==> src/rtl/cpu_acc_ctl_pkg.sv <==
// Shared types and constants for the CPU bus access controller.
package cpu_acc_ctl_pkg;

  typedef enum logic [1:0] {
    CPU_ACC_IDLE = 2'd0,
    CPU_ACC_REQ  = 2'd1,
    CPU_ACC_DONE = 2'd2,
    CPU_ACC_HOLD = 2'd3
  } cpu_acc_state_t;

  localparam logic [31:0] CPU_ACC_TOVAL_DEF = 32'hDEAD_BEEF;

endpackage

==> src/rtl/cpu_acc_ctl_if.sv <==
// Internal register bus: level request, registered address/data, 1-cycle ack with read data.
interface cpu_acc_ctl_if #(
  parameter int AW = 8,
  parameter int DW = 32
);
  logic          reqrd;
  logic          reqwr;
  logic [AW-1:0] addr;
  logic [DW-1:0] wdat;
  logic [DW-1:0] rdat;
  logic          ack;

  modport master (output reqrd, reqwr, addr, wdat, input rdat, ack);
  modport slave  (input reqrd, reqwr, addr, wdat, output rdat, ack);
endinterface

==> src/rtl/cpu_acc_ctl_sync2.sv <==
// cpu_sync2: 2-flop synchroniser, async active-low reset, resets to 1 (strobe inactive).
module cpu_sync2 (
  input  logic clk,
  input  logic rst_,
  input  logic d,
  output logic q
);
  logic r_s1;
  logic r_s2;

  always_ff @(posedge clk or negedge rst_) begin
    if (!rst_) begin
      r_s1 <= 1'b1;
      r_s2 <= 1'b1;
    end else begin
      r_s1 <= d;
      r_s2 <= r_s1;
    end
  end

  assign q = r_s2;
endmodule

==> src/rtl/cpu_acc_ctl.sv <==
// CPU bus access controller: syncs pce_, runs one request/ack on the internal bus, pulses rdy.
// Optional timeout abort (timer, TOVAL read data, sticky err) enabled by macro CPU_ACC_TIMEOUT_EN.
module cpu_acc_ctl
  import cpu_acc_ctl_pkg::*;
#(
  parameter int            AW    = 8,
  parameter int            DW    = 32,
  parameter int            TOW   = 8,
  parameter logic [TOW-1:0] TOMAX = 8'hFF,
  parameter logic [DW-1:0] TOVAL = CPU_ACC_TOVAL_DEF
) (
  input  logic           clk,
  input  logic           rst_,
  input  logic           pce_,
  input  logic           pwe_,
  input  logic [AW-1:0]  paddr,
  input  logic [DW-1:0]  pdi,
  output logic [DW-1:0]  pdo,
  output logic           rdy,
  output logic           err,
  cpu_acc_ctl_if.master  bus
);

  cpu_acc_state_t r_state;
  cpu_acc_state_t w_state_nxt;

  logic          w_ce_s;
  logic          r_ce_d;
  logic          w_start;
  logic          w_ack_hit;
  logic          w_to_hit;
  logic          r_reqrd;
  logic          r_reqwr;
  logic [AW-1:0] r_addr;
  logic [DW-1:0] r_wdat;
  logic [DW-1:0] r_pdo;
  logic          r_rdy;

  cpu_sync2 u_sync_ce (
    .clk  (clk),
    .rst_ (rst_),
    .d    (pce_),
    .q    (w_ce_s)
  );

  // Falling edge of the synchronised strobe against its registered copy.
  assign w_start   = r_ce_d & ~w_ce_s;
  assign w_ack_hit = (r_state == CPU_ACC_REQ) & bus.ack;

`ifdef CPU_ACC_TIMEOUT_EN
  logic [TOW-1:0] r_timer;
  logic           r_err;

  assign w_to_hit = (r_state == CPU_ACC_REQ) & ~bus.ack & (r_timer == TOMAX);

  always_ff @(posedge clk or negedge rst_) begin
    if (!rst_) begin
      r_timer <= '0;
      r_err   <= 1'b0;
    end else begin
      if (r_state == CPU_ACC_IDLE && w_start) begin
        r_timer <= '0;
      end else if (r_state == CPU_ACC_REQ && r_timer != '1) begin
        r_timer <= r_timer + 1'b1;
      end
      if (w_to_hit) begin
        r_err <= 1'b1;
      end
    end
  end

  assign err = r_err;
`else
  logic w_unused_cfg;

  assign w_to_hit     = 1'b0;
  assign err          = 1'b0;
  assign w_unused_cfg = ^{TOMAX, TOVAL};
`endif

  always_ff @(posedge clk or negedge rst_) begin
    if (!rst_) begin
      r_state <= CPU_ACC_IDLE;
    end else begin
      r_state <= w_state_nxt;
    end
  end

  always_comb begin
    w_state_nxt = r_state;
    unique case (r_state)
      CPU_ACC_IDLE: if (w_start)               w_state_nxt = CPU_ACC_REQ;
      CPU_ACC_REQ:  if (w_ack_hit || w_to_hit) w_state_nxt = CPU_ACC_DONE;
      CPU_ACC_DONE: w_state_nxt = w_ce_s ? CPU_ACC_IDLE : CPU_ACC_HOLD;
      CPU_ACC_HOLD: if (w_ce_s)                w_state_nxt = CPU_ACC_IDLE;
    endcase
  end

  always_ff @(posedge clk or negedge rst_) begin
    if (!rst_) begin
      r_ce_d  <= 1'b1;
      r_reqrd <= 1'b0;
      r_reqwr <= 1'b0;
      r_addr  <= '0;
      r_wdat  <= '0;
      r_pdo   <= '0;
      r_rdy   <= 1'b0;
    end else begin
      r_ce_d <= w_ce_s;
      r_rdy  <= 1'b0;
      if (r_state == CPU_ACC_IDLE && w_start) begin
        r_addr  <= paddr;
        r_wdat  <= pdi;
        r_reqrd <= pwe_;
        r_reqwr <= ~pwe_;
      end
      if (w_ack_hit || w_to_hit) begin
        r_reqrd <= 1'b0;
        r_reqwr <= 1'b0;
        r_rdy   <= 1'b1;
        // The still-high read request marks the direction of the access in flight.
        if (r_reqrd) begin
          r_pdo <= w_ack_hit ? bus.rdat : TOVAL;
        end
      end
    end
  end

  assign bus.reqrd = r_reqrd;
  assign bus.reqwr = r_reqwr;
  assign bus.addr  = r_addr;
  assign bus.wdat  = r_wdat;
  assign pdo       = r_pdo;
  assign rdy       = r_rdy;

endmodule

==> src/flat_wrapper.sv <==
// flat-port wrapper written by rule: the top's interface ports become plain ports
module cpu_acc_ctl_flat import cpu_acc_ctl_pkg::*;
#(
  parameter int            AW    = 8,
  parameter int            DW    = 32,
  parameter int            TOW   = 8,
  parameter logic [TOW-1:0] TOMAX = 8'hFF,
  parameter logic [DW-1:0] TOVAL = CPU_ACC_TOVAL_DEF
)
  (clk, rst_, pce_, pwe_, paddr, pdi, pdo, rdy, err, bus_reqrd, bus_reqwr, bus_addr, bus_wdat, bus_rdat, bus_ack);
  cpu_acc_ctl_if #(.AW(AW), .DW(DW)) bus_i ();
  input  logic clk;
  input  logic rst_;
  input  logic pce_;
  input  logic pwe_;
  input  logic [AW-1:0] paddr;
  input  logic [DW-1:0] pdi;
  output logic [DW-1:0] pdo;
  output logic rdy;
  output logic err;
  output wire logic [$bits(bus_i.reqrd)-1:0] bus_reqrd;
  output wire logic [$bits(bus_i.reqwr)-1:0] bus_reqwr;
  output wire logic [$bits(bus_i.addr)-1:0] bus_addr;
  output wire logic [$bits(bus_i.wdat)-1:0] bus_wdat;
  input wire logic [$bits(bus_i.rdat)-1:0] bus_rdat;
  input wire logic [$bits(bus_i.ack)-1:0] bus_ack;
  assign bus_reqrd = bus_i.reqrd;
  assign bus_reqwr = bus_i.reqwr;
  assign bus_addr = bus_i.addr;
  assign bus_wdat = bus_i.wdat;
  assign bus_i.rdat = bus_rdat;
  assign bus_i.ack = bus_ack;
  cpu_acc_ctl #(.AW(AW), .DW(DW), .TOW(TOW), .TOMAX(TOMAX), .TOVAL(TOVAL)) u_core (.clk(clk), .rst_(rst_), .pce_(pce_), .pwe_(pwe_), .paddr(paddr), .pdi(pdi), .pdo(pdo), .rdy(rdy), .err(err), .bus(bus_i));
endmodule
==> config.mk <==
export PLATFORM = sky130hd
export DESIGN_NAME = cpu_acc_ctl_flat
export DESIGN_NICKNAME = d
export VERILOG_FILES = /design/src/rtl/cpu_acc_ctl_pkg.sv /design/src/rtl/cpu_acc_ctl_if.sv /design/src/rtl/cpu_acc_ctl_sync2.sv /design/src/rtl/cpu_acc_ctl.sv /design/src/flat_wrapper.sv
export SDC_FILE = /design/constraint.sdc
export NUM_CORES = 1
export LEC_CHECK = 0
export ABC_AREA = 1
export BUFFER_PORTS_ARGS = -buffer_cell sky130_fd_sc_hd__buf_4
export CORE_MARGIN = 3
export CORE_UTILIZATION = 40
export DETAILED_ROUTE_END_ITERATION = 8
export PLACE_DENSITY = 0.76
export REMOVE_ABC_BUFFERS = 1
export SYNTH_ARGS = -nofsm -noshare
export SYNTH_HDL_FRONTEND = slang
export SYNTH_SLANG_ARGS = --single-unit
export TNS_END_PERCENT = 1
==> constraint.sdc <==
create_clock -name clk -period 1.31 [get_ports clk]
set_input_delay 0.131 -clock clk [delete_from_list [all_inputs] [get_ports clk]]
set_output_delay 0.131 -clock clk [all_outputs]
set_load 0.02 [all_outputs]
After elaboration in Yosys (flattened, before gate mapping)
Index checks and enable logic that the tools add are counted.
Storage, ports and cells
  register bits: 80
  bits of input ports: 77
  output and inout bits: 76
  word-level logic and storage cells: 35
Operators by class
  equal/unequal tests: 6
  mux-type cells: 10
  bitwise gates (word level): 4
  reductions and logical operators: 5
Operators by type and width (number)
  $mux 2: 4
  $pmux 2 s4: 1
  $mux 1: 5
  $eq 2x2->1 const B: 2
  $ne 2x1->1 const B: 2
  $reduce_and 3->1: 1
  $and 1x1->1: 2
  $eq 2x1->1 const B: 1
  $logic_not 2->1: 1
  $ne 2x2->1 const B: 1
  $not 1->1: 2
  $reduce_and 2->1: 1
  $reduce_bool 2->1: 1
  $logic_and 1x1->1: 1

Depth between registers and ports, before layout
Gate-level depths: netlist of the first run.
  word-level depth: 5
  mapped depth: 7
  depth with buffers taken out: 6

By module
Synthesis of the first run repeated with hierarchy kept, for this count alone.
Unflattened totals
  cells, all modules: 349
  area total of the unflattened synthesis: 3151.8 µm²
Modules (own cells, without submodules)
  cpu_acc_ctl: times used 1, cells an instance 347, area an instance 3099.2 µm², sequential area each 1953.1 µm²
  cpu_sync2: times used 1, cells an instance 2, area an instance 52.6 µm², sequential area each 52.6 µm²

Worst setup path after synthesis of the first run
Ideal clock, no wire load.
  kind: register to register
  start point: register u_core.r_reqrd, in the netlist u_core.bus.reqrd
  end point: register u_core.r_pdo[0], in the netlist u_core.pdo[0]
  setup time: 0.066 ns
  arrival: 1.128 ns
  required time: 1.244 ns
  setup slack: 0.116 ns
  stages on the path, launching flop included: 5
  path buffers: 2
  period minus slack after synthesis: 1.194 ns
  cell sequence: dfrtp_1 > clkbuf_1 > clkbuf_1 > nand3_1 > nand2_1
Between the ends
  word-level cells in the longest chain between the ends: 1
RTL lines
  start, declared: RTL line cpu_acc_ctl.sv:32  | logic r_reqrd;
  start signal, assigned: RTL line cpu_acc_ctl.sv:114  | r_reqrd <= pwe_;
  $reduce_and 2->1 (no source line)
  end signal, assigned: RTL line cpu_acc_ctl.sv:123  | r_pdo <= w_ack_hit ? bus.rdat : TOVAL;
  end, declared: RTL line cpu_acc_ctl.sv:36  | logic [DW-1:0] r_pdo;
No other way between the ends.
A chain may end at the register's enable or synchronous reset.

Worst setup path in the final report of the first run
  start point: register u_core.u_sync_ce.r_s2, in the netlist u_core.u_sync_ce.q
  end point: register u_core.r_wdat[0], in the netlist u_core.bus.wdat[0]
Between the ends
  word-level cells in the longest chain between the ends: 3
RTL lines
  start, declared: RTL line cpu_acc_ctl_sync2.sv:9  | logic r_s2;
  start signal, assigned: RTL line cpu_acc_ctl_sync2.sv:17  | r_s2 <= r_s1;
  $not 1->1: RTL line cpu_acc_ctl.sv:47  | assign w_start = r_ce_d & ~w_ce_s;
  $and 1x1->1: RTL line cpu_acc_ctl.sv:47
  $logic_and 1x1->1: RTL line cpu_acc_ctl.sv:111  | if (r_state == CPU_ACC_IDLE && w_start) begin
  end signal, assigned: RTL line cpu_acc_ctl.sv:113  | r_wdat <= pdi;
  end, declared: RTL line cpu_acc_ctl.sv:35  | logic [DW-1:0] r_wdat;
No other way between the ends.

==> summary by stage, run 1 <==
Global route
The largest net degree at the start of global routing is 50. Across every metal layer, demand over resource in global routing totals roughly a fifth. The total grt overflow is 0. The initial antenna violation count was 0. The number of global-route vias before repair is 3115. The global-route wire length before repair is approximately 15 mm.

STA
The count of final hold-check violations is 0. The clock period minus worst slack is around 1.3 ns. Setup violations remaining at the end of the flow were counted as 0. Timing would allow up to 0.7945 GHz. The period utilization is a little over nine tenths. The final number of max-transition violations is 0. The worst clock skew is a little over 0.008 ns. Setup total negative slack on the finished layout was measured at 0 ns.

Route
Once detail routing completed, the nets flagged for antenna violations numbered 0. The per-cell via count in the routed design is a little under 5. After detailed routing, the number of remaining DRC violations is 0. The iteration count of the initial detailed-routing pass is 4. For this block, the via count after detailed routing is 3143. After detailed routing, the average wire length per cell comes to roughly 15 um. The detailed router finished its first iteration with between 60 and 70 violations. The final routed wirelength across all metal layers is between 9 and 10 mm.

Die
The placeable core area is about 0.0074 mm^2. The die covers around 0.009 mm^2. The die height is roughly 95 um.

Once the floorplan was initialized, standard cells occupied 42.29% of the core. The die outline width is about 95 um. The number of cell rows is 31.

The number of top-level pins is around 150.

Placement
The half-perimeter wire length of the detailed placement result is approximately 6.0 mm. The number of buffers added on ports is roughly 150. Once placement finished, the instance area stood at around 0.0044 mm^2. The global placement routability congestion is 0.7349.

Finish
Counting the fill cells in the layout gives around 590. For this run, the post-layout net count is about 630. The final design area excluding fillers is just over 0.005 mm^2. Of the cells placed in the final design, the portion with a size suffix greater than 1 is about a third.

The repair_antennas step left the layout with diodes totalling 0. In the layout the commonest cells are nand2_1, buf_4, dfrtp_1. The signed area change from the synthesized netlist to the final layout is 63.89%.

The most common library cell in the layout ignoring fill and taps is nand2_1.

Yosys
The synthesized design devotes to its leading area cell type a little over 60% of total area. For this run, asynchronously set or reset flops after synthesis account for between 90% and 100%. The mean area per synthesized cell is ~9.0 um^2. After synthesis, the cell types taking the most area are dfrtp_1, nand2_1, nand3_1, dfstp_2, buf_6. After technology mapping, the gate count stands at 348. The flip-flop cell with the highest count after synthesis is dfrtp_1. After synthesis the netlist holds a flip-flop and latch count of 80.

The number of enable flip-flop cells after synthesis is 0. The synthesized netlist contains 17 unique library cells. Sequential cells were found to cover between 60% and 70% of the synthesized design area.

Of all cell types, the one taking the most synthesized area is dfrtp_1. Summing every instance area after synthesis gives ~0.0031 mm^2. The number of warnings printed during yosys synthesis is 0.

CTS
The number of sinks driven by the clock tree is 80. In this run, CTS created clock tree buffers numbering 9. The clock tree from TritonCTS is built. The root buffer cell chosen for the clock tree is clkbuf_8. The clock transition at the register clock pins on the worst setup and hold paths after CTS is ~0.08 ns. The H-tree generated during clock tree synthesis spans 3 levels. In this run the deepest clock path goes through 2 buffers. The later pin in the worst-skew pair is clocked with a latency of approximately 0.34 ns.

Setup path
The critical path start-end classification is reg2reg. The critical path startpoint category is a flip-flop. STA puts the critical path data arrival time at about 1.5 ns.

The maximum fanout count along the critical path is 18. At the worst endpoint, the required time is ~1.5 ns. The sort of element at the end of the critical path is a flip-flop.

Power and ir drop
The switching share of total power is 39.85%. The analysis attributes to net switching a power of 0.004707 W. The peak supply drop is roughly 1200 uV.

The power share of the sequential group is a little over a third. The portion of total power attributed to combinational logic is a little under half. The power density over cell area is roughly 2300 mW/mm^2.

The clock network accounts for between 10% and 20% of the total power. The leakage power total is 2.832 nW. The internal portion of the total power is 0.007104 W. The total power draw is approximately 0.012 W.

Outcome
The run finished with clean final reports.

Hold path
The path class of the lowest-slack min-delay path is in2reg.

Run
The max-capacitance violation count is 0.
through the flow:
step / utilization, % / setup WS [ns] / hold slack (ns) / cells
2_1_floorplan: - / -0.3922 / -0.1646 / 329
3_3_place_gp: 59.44 / 0.1053 / 0.1098 / 591
3_5_place_dp: 59.44 / 0.07227 / 0.1097 / 591
4_1_cts: 68.20 / 0.03284 / 0.002322 / 650
5_1_grt: 69.30 / -0.005087 / 0.01501 / 654
6_report: 69.30 / 0.05134 / 0.02234 / 654
registers in the layout, indices dropped and copies added, names as in the netlist:
signal,flops
u_core.pdo,32
u_core.r_ce_d,1
u_core.bus.wdat,32
u_core.rdy,1
u_core.u_sync_ce.r_s1,1
u_core.bus.reqrd,1
u_core.r_state,2
u_core.u_sync_ce.q,1
u_core.bus.addr,8
u_core.bus.reqwr,1
critical path, stage by stage, from the launching register on:
cell	delay [ns]
dfstp_2	0.56
nor2_1	0.06
nand2_2	0.12
clkinv_4	0.11
clkbuf_16	0.19
nand2_1	0.06
nand2_1	0.05
cell families after synthesis:
family,share of synthesized area (%)
AND/OR/NAND/NOR,29.88
flip-flops,63.69
buffers and inverters,5.681
AO/OA/AOI/OAI,0.6354
other,0.1191
power by group through the flow:
stage / clock, W / combinational, W / sequential [W]
finish: 0.00196 / 0.00555 / 0.00430
global route: 0.00213 / 0.00605 / 0.00443
CTS: 0.00202 / 0.00543 / 0.00427
detailed placement: 0 / 0.00534 / 0.00427
global placement: 0 / 0.00522 / 0.00426
floorplan: 0 / 0.00124 / 0.00564
Yosys cell counts (2+ instances only):
cell type / count
nand2_2: 2
nor2_1: 4
buf_6: 7
inv_1: 6
dfrtp_1: 77
nand3_1: 36
buf_4: 4
nand2_1: 191
dfstp_2: 3
clkbuf_1: 3
inv_2: 3
o21ai_0: 3
buf_2: 5
layout make-up:
type / instances / area [um^2] / share of cell area, %
clock buffers: 11 / 141.4 / 2.739
flip-flops and latches: 80 / 2007 / 38.88
repair buffers: 210 / 1798 / 34.84
clock inverters: 5 / 80.08 / 1.552
well taps: 99 / 123.9 / 2.400
inverters: 9 / 38.79 / 0.7515
multi-input cells: 240 / 972.2 / 18.84
metal layers:
| layer | vias to the layer above | part of all wire (%) | global-route usage (%) |
|---|---|---|---|
| met5 | - | 0 | 0 |
| met4 | 0 | 1.6 | 8.774 |
| met3 | 12 | 10 | 6.135 |
| met2 | 169 | 50 | 35.82 |
| met1 | 1491 | 39 | 25.75 |
| li1 | 1471 | - | - |
worst paths after layout:
check                      cells after the start                  to  slack (ns)             startpoint
min in group asynchronous                      3       u_core.pdo[3]        0.32                   rst_
max                                            6  u_core.bus.wdat[0]        0.05     u_core.u_sync_ce.q
max reg2reg                                    6  u_core.bus.wdat[0]        0.05     u_core.u_sync_ce.q
min                                            3       u_core.pdo[8]        0.02            bus_rdat[8]
min reg2reg                                    0  u_core.u_sync_ce.q        0.36  u_core.u_sync_ce.r_s1
max in group asynchronous                      3       u_core.r_ce_d        0.68                   rst_
repair_timing:
action | 4_1_cts | 5_1_grt
setup endpoints to repair | 0 | 29
gates resized for setup | 0 | 7
hold buffers | 43 | 0
buffers inserted | 0 | 2
hold endpoints to repair | 119 | 0
Note: power is estimated with default switching activity, not from simulation.
==> run 2: changes to the inputs <==
Settings changed: ABC_AREA 1 to not set.
==> run 2 against run 1 <==
  * The run now ends with negative setup slack left
  * Cell area down 3.3%
  * Synthesized area down 0.12%
  * Combinational power up 4.9%
  * Clock power down 22%
  * Clock-buffer cell count unchanged
  * Worst setup slack worse by 0.30 ns
  * Final cell count down 30%
  * Sequential power up 1%
  * Critical path type unchanged
  * Critical endpoint is now u_core.bus.wdat[25]
  * Largest power group unchanged
==> summary by stage, run 2 <==
Outcome
The flow ran to the end, but the final reports show violations. The final reports fail on negative setup slack.

Yosys
Yosys attributes the largest share of cell area to dfrtp_1, mux2_2, mux2_4, dfstp_2, buf_6. The netlist area before placement is 0.003146 mm^2 (-0.12%). The post-synthesis cell type count was 18 (+1). The flip-flop cell with the highest count after synthesis is dfrtp_1.

The number of warnings printed during yosys synthesis is 0 (unchanged). The fraction of the yosys area taken by sequential cells is 63.76% (+0.076 points). Sorting the synthesized cells by how often they occur yields dfrtp_1, mux2_2, mux2_4. The mean area per synthesized cell is 17.97 um^2 (+99%). The number of enable flip-flop cells after synthesis is 0 (unchanged).

The register bit total from synthesis is 80 (unchanged). The async set or reset register ratio after synthesis was 100.0% (unchanged). Yosys instantiated no cell more often than dfrtp_1. The area fraction of the dominant cell type after synthesis came to 61.26% (+0.073 points). dfrtp_1 takes more of the synthesized area than any other cell. The synthesized instance count came to 175 (-50%).

Global route
The initial antenna violation count is 0 (unchanged). The global-route wire length before repair was 10.63 mm (-28%). The all-layer global routing usage was 15.59% (-5.8 points). The total grt overflow is 0 (unchanged). The number of global-route vias before repair was 2150 (-31%). The largest net degree at the start of global routing is 81 (+62%).

Die
The die height is 94.68 um (about the same). The placeable core area is 0.007447 mm^2 (unchanged). The die area is 0.008964 mm^2 (-0.11%). The initial core utilization is 42.24% (-0.050 points). The die outline width is 94.68 um (about the same).

The number of top-level pins came to 153 (unchanged). The number of cell rows came to 31 (unchanged).

STA
The highest clock rate came to 0.6434 GHz (-19%). The total negative setup slack is -11.40 ns (-11.40 ns). Setup repair after global routing could not meet its margin everywhere. The final number of max-transition violations is 0 (unchanged).

The period utilization came to 118.6% (+23 points). The number of failing setup endpoints in the final timing report is 74 (+74). The final worst-path setup slack is -0.2442 ns (-0.2956 ns).

The count of final hold-check violations is 0 (unchanged). The worst clock skew was 0.009256 ns (+0.001025 ns). The clock period minus worst slack came to 1.554 ns (+0.2956 ns).

Setup path
The longest individual stage delay on the worst path was 0.53 ns (-0.03 ns). The buffering stage count on the worst path with inverters included came to 2 (unchanged). STA classifies the critical path startpoint as a flip-flop.

Walking the worst path, the cells encountered are nor4b_4 > buf_6 > clkbuf_16 > mux2_4. The critical path is of the reg2reg type. The maximum fanout count along the critical path is 8 (-10).

On the critical path the largest part of the delay comes from flip-flops. The data required time at the worst endpoint is 1.52 ns (-0.02 ns). The arrival time reported for the critical path endpoint is 1.77 ns (+0.28 ns). Among all stages on the critical path, the largest delay is contributed by dfstp_2. STA classifies the critical path endpoint as a flip-flop.

Finish
The fraction of final layout cells with drive strength greater than 1 was 72.50% (+37 points). The signed area change from the synthesized netlist to the final layout is 58.63%. The count of filler cells inserted in the layout is 525 (-10%). The most common library cell in the layout ignoring fill and taps is buf_4.

The number of nets in the layout is 433 (-31%). The antenna diode count is 0 (unchanged). The utilization after layout is 67.00% (-2.3 points). In the layout the commonest cells are buf_4, dfrtp_1, mux2_4.

Route
The number of remaining DRC errors came to 0 (unchanged). The average detailed-routed wire length per instance came to 16.42 um (+13%). The iteration count of the initial detailed-routing pass is 4 (unchanged). The number of vias after detailed routing is 2143 (-32%). The final antenna-violating net count is 0 (unchanged). The count of routing violations after the opening detailed-route iteration was 40 (-37%). The per-cell via count in the routed design is 4.669 (-2.8%). The final routed wirelength across all metal layers is 7.538 mm (-21%).

Power and ir drop
The power density over cell area came to 2346 mW/mm^2 (+2.5%). The total power draw came to 0.01171 W (-0.89%). The leakage power total is 2.604 nW (-8.0%). The peak supply drop is 1105 uV (-5.6%).

CTS
The clock latency on the worst-skew pair was 0.33 ns (about the same). TritonCTS built the clock tree. The maximum level of the CTS H-tree is 3 (unchanged). The clock transition at the register clock pins on the worst setup and hold paths after CTS is 0.08 ns (about the same).

The clock root buffer is clkbuf_8. The number of sinks driven by the clock tree is 80 (unchanged). The number of clock buffers inserted by TritonCTS is 9 (unchanged). The maximum buffer depth of the clock tree came to 2 (unchanged).

Hold path
The min-delay analysis places its worst path in the category in2reg.

Run
The max-capacitance violation count was 0 (unchanged).

Placement
The global placement routability congestion came to 0.7008 (-4.6%). The half-perimeter wire length of the detailed placement result was 4.681 mm (-21%). The number of buffers added on ports was 151 (unchanged).
[run 2: cell types whose count changed after synthesis, moves of 5 or more]
cell,before,now
buf_2,5,0
mux2_4,0,30
mux2_2,0,40
nand2_1,191,0
nand3_1,36,0
[run 2: path summary, 6_finish.rpt]
check | from | endpoint | slack, ns | cells after the start
hold reg to reg | u_core.u_sync_ce.r_s1 | u_core.u_sync_ce.q | 0.35 | 0
min in group asynchronous | rst_ | u_core.bus.addr[3] | 0.34 | 3
hold / removal | pdi[8] | u_core.bus.wdat[8] | 0.03 | 2
setup reg to reg | u_core.r_ce_d | u_core.bus.wdat[25] | -0.24 | 4
setup / recovery | u_core.r_ce_d | u_core.bus.wdat[25] | -0.24 | 4
max in group asynchronous | rst_ | u_core.u_sync_ce.r_s1 | 0.57 | 3
[run 2: cell families (layout without fill, tap and decap cells)]
group	count (synthesis)	count (layout)	synth area share, %
other	1	1	0.1192
AOI/OAI and AO/OA	3	3	0.6762
and+or+nand+nor	5	5	1.631
muxes	74	74	29.99
buffers and inverters	12	197	3.818
DFF	80	80	63.76
[run 2: metrics by stage]
| step | instances | area [um^2] | hold slack (ns) | setup WS [ns] |
|---|---|---|---|---|
| floorplan | 166 | 3037 | -0.1646 | -1.177 |
| global placement | 427 | 4414 | 0.1875 | -0.1931 |
| detailed placement | 427 | 4414 | 0.1933 | -0.2341 |
| CTS | 456 | 4828 | 0.0001655 | -0.2415 |
| global route | 459 | 4990 | 0.004174 | -0.3029 |
| finish | 459 | 4990 | 0.02718 | -0.2442 |
[run 2: report_power, final]
group | switching, W | internal [W] | total (W) | leakage [nW]
Clock | 0.000806 | 0.000720 | 0.00153 | 0.0850
Sequential | 0.000726 | 0.00363 | 0.00436 | 0.961
Combinational | 0.00255 | 0.00327 | 0.00582 | 1.56
[run 2: cell type report]
type | instances | area, um^2 | share of cell area (%)
Sequential cell | 80 | 2006 | 40.20
Clock inverter | 4 | 22.52 | 0.4514
Multi-Input combinational cell | 83 | 1171 | 23.47
Clock buffer | 11 | 141.4 | 2.834
Timing Repair Buffer | 179 | 1514 | 30.34
Inverter | 3 | 11.26 | 0.2257
Tap cell | 99 | 123.9 | 2.482
[run 2: metal layers]
metal,global-route usage [%],vias to the layer above,routed length (um)
met3,4.701,7,622
met5,0,-,0
met1,19.49,1056,3115
li1,-,975,-
met4,6.130,0,95
met2,25.37,105,3704
[run 2: repair_timing]
action	in CTS	in global routing
gates resized for setup	24	23
cloned	2	3
endpoints found under the setup margin	74	74
endpoints found under the hold margin	86	0
pin swaps	2	0
hold buffers	10	0
buffers inserted	2	0
==> run 3: changes to the inputs <==
Settings changed: BUFFER_PORTS_ARGS -buffer_cell sky130_fd_sc_hd__buf_4 to not set, CELL_PAD_IN_SITES_DETAIL_PLACEMENT set to 0, CELL_PAD_IN_SITES_GLOBAL_PLACEMENT set to 1, DONT_BUFFER_PORTS set to 1, PLACE_DENSITY 0.76 to 0.7.
==> run 3 against run 2 <==
  * The run ends with negative hold slack, negative setup slack left
  * Clock-buffer cell count stayed put
  * Maximum frequency hardly changed
  * Final cell count is 20% lower
  * Combinational power is 62% lower
  * Flip-flop and latch count stayed put
  * Worst setup slack better by 0.0015 ns
  * Critical endpoint is now u_core.bus.wdat[13]
  * Largest power group is now sequential cells
==> summary by stage, run 3 (synthesis gave the netlist of run 2 again) <==
Outcome
The run finished, with violations left. The final reports fail on negative hold slack, negative setup slack.

STA
The highest clock rate came to 0.6440 GHz (about the same). The number of failing setup endpoints in the final timing report is 74 (unchanged). Setup repair after global routing could not meet its margin everywhere. The count of final hold-check violations is 80 (+80). The final worst-path setup slack was -0.2427 ns (+0.001540 ns).

The worst clock skew is 0.009585 ns (+0.0003286 ns). The clock period minus worst slack is 1.553 ns (-0.001540 ns). The period utilization is 118.5% (about the same). The total negative setup slack came to -11.87 ns (-0.4719 ns). The final worst hold slack is -0.5237 ns (-0.5509 ns).

The final number of max-transition violations came to 0 (unchanged).

Power and ir drop
The portion of total power attributed to combinational logic was 22.0% (-28 points). The power density over cell area is 2307 mW/mm^2 (-1.7%). The power share of the sequential group came to 59.1% (+22 points). The peak supply drop is 1285 uV (+16%). The fraction of power consumed by the clock network is 18.9% (+5.9 points).

The internal power contribution came to 0.006312 W (-17%). The switching component of the power is 0.003782 W (-7.4%). The leakage power total came to 2.042 nW (-22%). The switching share of total power is 37.47% (+2.6 points).

Placement
The global placement routability congestion is 0.7173 (+2.4%). The number of buffers added on ports is 0 (-100%). The standard cell area after detailed placement is 0.003238 mm^2 (-27%).

Route
The final antenna-violating net count is 0 (unchanged). The final routed wirelength across all metal layers is 7.456 mm (-1.1%). The count of routing violations after the opening detailed-route iteration is 26 (-35%). The number of vias after detailed routing came to 1833 (-14%). The average detailed-routed wire length per instance is 20.21 um (+23%).

The number of remaining DRC errors was 0 (unchanged). The iteration count of the initial detailed-routing pass is 3 (-1). The per-cell via count in the routed design is 4.967 (+6.4%).

Global route
The total grt overflow was 0 (unchanged). The global-route wire length before repair is 9.508 mm (-11%). The initial antenna violation count came to 0 (unchanged). The all-layer global routing usage is 14.17% (-1.4 points). The largest net degree at the start of global routing is 81 (unchanged).

The number of global-route vias before repair was 1925 (-10%).

CTS
The number of sinks driven by the clock tree is 80 (unchanged). The clock latency on the worst-skew pair is 0.34 ns (about the same). The maximum buffer depth of the clock tree is 2 (unchanged). The number of clock buffers inserted by TritonCTS is 9 (unchanged). The clock tree from TritonCTS is built. The clock transition at the register clock pins on the worst setup and hold paths after CTS came to 0.08 ns (about the same). The maximum level of the CTS H-tree is 3 (unchanged). The tree is rooted in a clkbuf_8.

Die
The die height is 94.68 um (unchanged). The die outline width came to 94.68 um (unchanged). The initial core utilization is 42.24% (unchanged). The placeable core area is 0.007447 mm^2 (unchanged). The number of cell rows is 31 (unchanged).

The die area is 0.008964 mm^2 (unchanged). The number of top-level pins came to 153 (unchanged).

Setup path
The data required time at the worst endpoint is 1.53 ns (about the same). The arrival time reported for the critical path endpoint is 1.77 ns (about the same). The critical path is of the reg2reg type. The maximum fanout count along the critical path was 11 (+3). The sort of element at the end of the critical path is a flip-flop. The critical path startpoint category is a flip-flop. The slack of the worst reg-to-reg path is -0.24 ns (about the same).

Finish
The number of nets in the layout was 342 (-21%). Relative to the synthesized area, the layout overhead comes to 39.10%. The library cells used most frequently in the layout, excluding fill and tap cells, are dfrtp_1, dlygate4sd3_1, mux2_4. The fraction of final layout cells with drive strength greater than 1 is 38.52% (-34 points). The antenna diode count is 0 (unchanged). The final design area excluding fillers is 0.004375 mm^2 (-12%).

Leaving out fill and tap cells, the most frequent cell in the layout is dfrtp_1.

Hold path
The path class of the tightest hold or removal check is in2async.

Run
The max-capacitance violation count is 0 (unchanged).
-- run 3: cell types whose count changed in the layout (fill, tap and decap cells not counted), moves of 2 or more --
cell           delta
dlygate4sd3_1    +65
clkinv_2          -2
buf_4           -153
mux2_1            +2
bufinv_16         +2
mux2_4           -22
buf_16            -2
mux2_2           +20
-- run 3: timing repair --
action                                  4_1_cts  5_1_grt
hold endpoints to repair                    156       81
pin swaps                                     0        3
endpoints found under the setup margin       74       74
hold buffers                                 74        1
gates resized for setup                       0       26
gates cloned                                  0        5
setup buffers                                 0        1
-- run 3: worst paths after layout --
| check | end | from | cells after the start |
|---|---|---|---|
| setup reg to reg | u_core.bus.wdat[13] | u_core.r_ce_d | 4 |
| max in group asynchronous | u_core.r_ce_d | rst_ | 0 |
| min in group clk | u_core.rdy | bus_ack | 2 |
| setup / recovery | u_core.bus.wdat[13] | u_core.r_ce_d | 4 |
| hold reg to reg | u_core.u_sync_ce.q | u_core.u_sync_ce.r_s1 | 0 |
| hold / removal | u_core.bus.wdat[24] | rst_ | 0 |
-- run 3: layout make-up --
| cell class | instances | area [um^2] |
|---|---|---|
| sequential | 80 | 2007 |
| tap | 99 | 123.9 |
| clock buffer | 11 | 131.4 |
| fill | 537 | 3072 |
| timing repair buffer | 88 | 932.1 |
| multi-input combinational | 83 | 1089 |
| inverter | 3 | 11.26 |
| clock inverter | 5 | 81.33 |
-- run 3: power by group through the flow --
stage / clock (W) / sequential, W / combinational (W)
finish: 0.00191 / 0.00597 / 0.00222
global placement: 0 / 0.00594 / 0.00163
detailed placement: 0 / 0.00594 / 0.00177
global route: 0.00209 / 0.00613 / 0.00237
floorplan: 0 / 0.00567 / 0.00147
CTS: 0.00197 / 0.00593 / 0.00192
-- run 3: worst max-delay path: stages, from the launching register on --
cell and delay [ns]:
dfstp_2 0.53, nor4b_4 0.20, buf_6 0.20, buf_12 0.16
mux2_2 0.34
-- run 3: through the flow --
step                      util, %  total power (W)  worst slack, ns  hold slack, ns  instances
after floorplan                 -         0.007139           -1.177         -0.1646        166
final                       58.75          0.01009          -0.2427         -0.5237        369
after global placement      43.48         0.007569          -0.1764         -0.1627        272
after CTS                   56.28         0.009827          -0.2485         -0.5518        362
after global routing        58.75          0.01060          -0.2890         -0.5614        369
after detailed placement    43.48         0.007715          -0.2348         -0.1625        272
-- run 3: layer usage --
layer	vias up	track usage (%)	part of all wire [%]
met1	904	15.50	38
met3	7	7.649	14
met4	0	7.091	0.94
met5	-	0	0
met2	133	22.31	47
li1	789	-	-
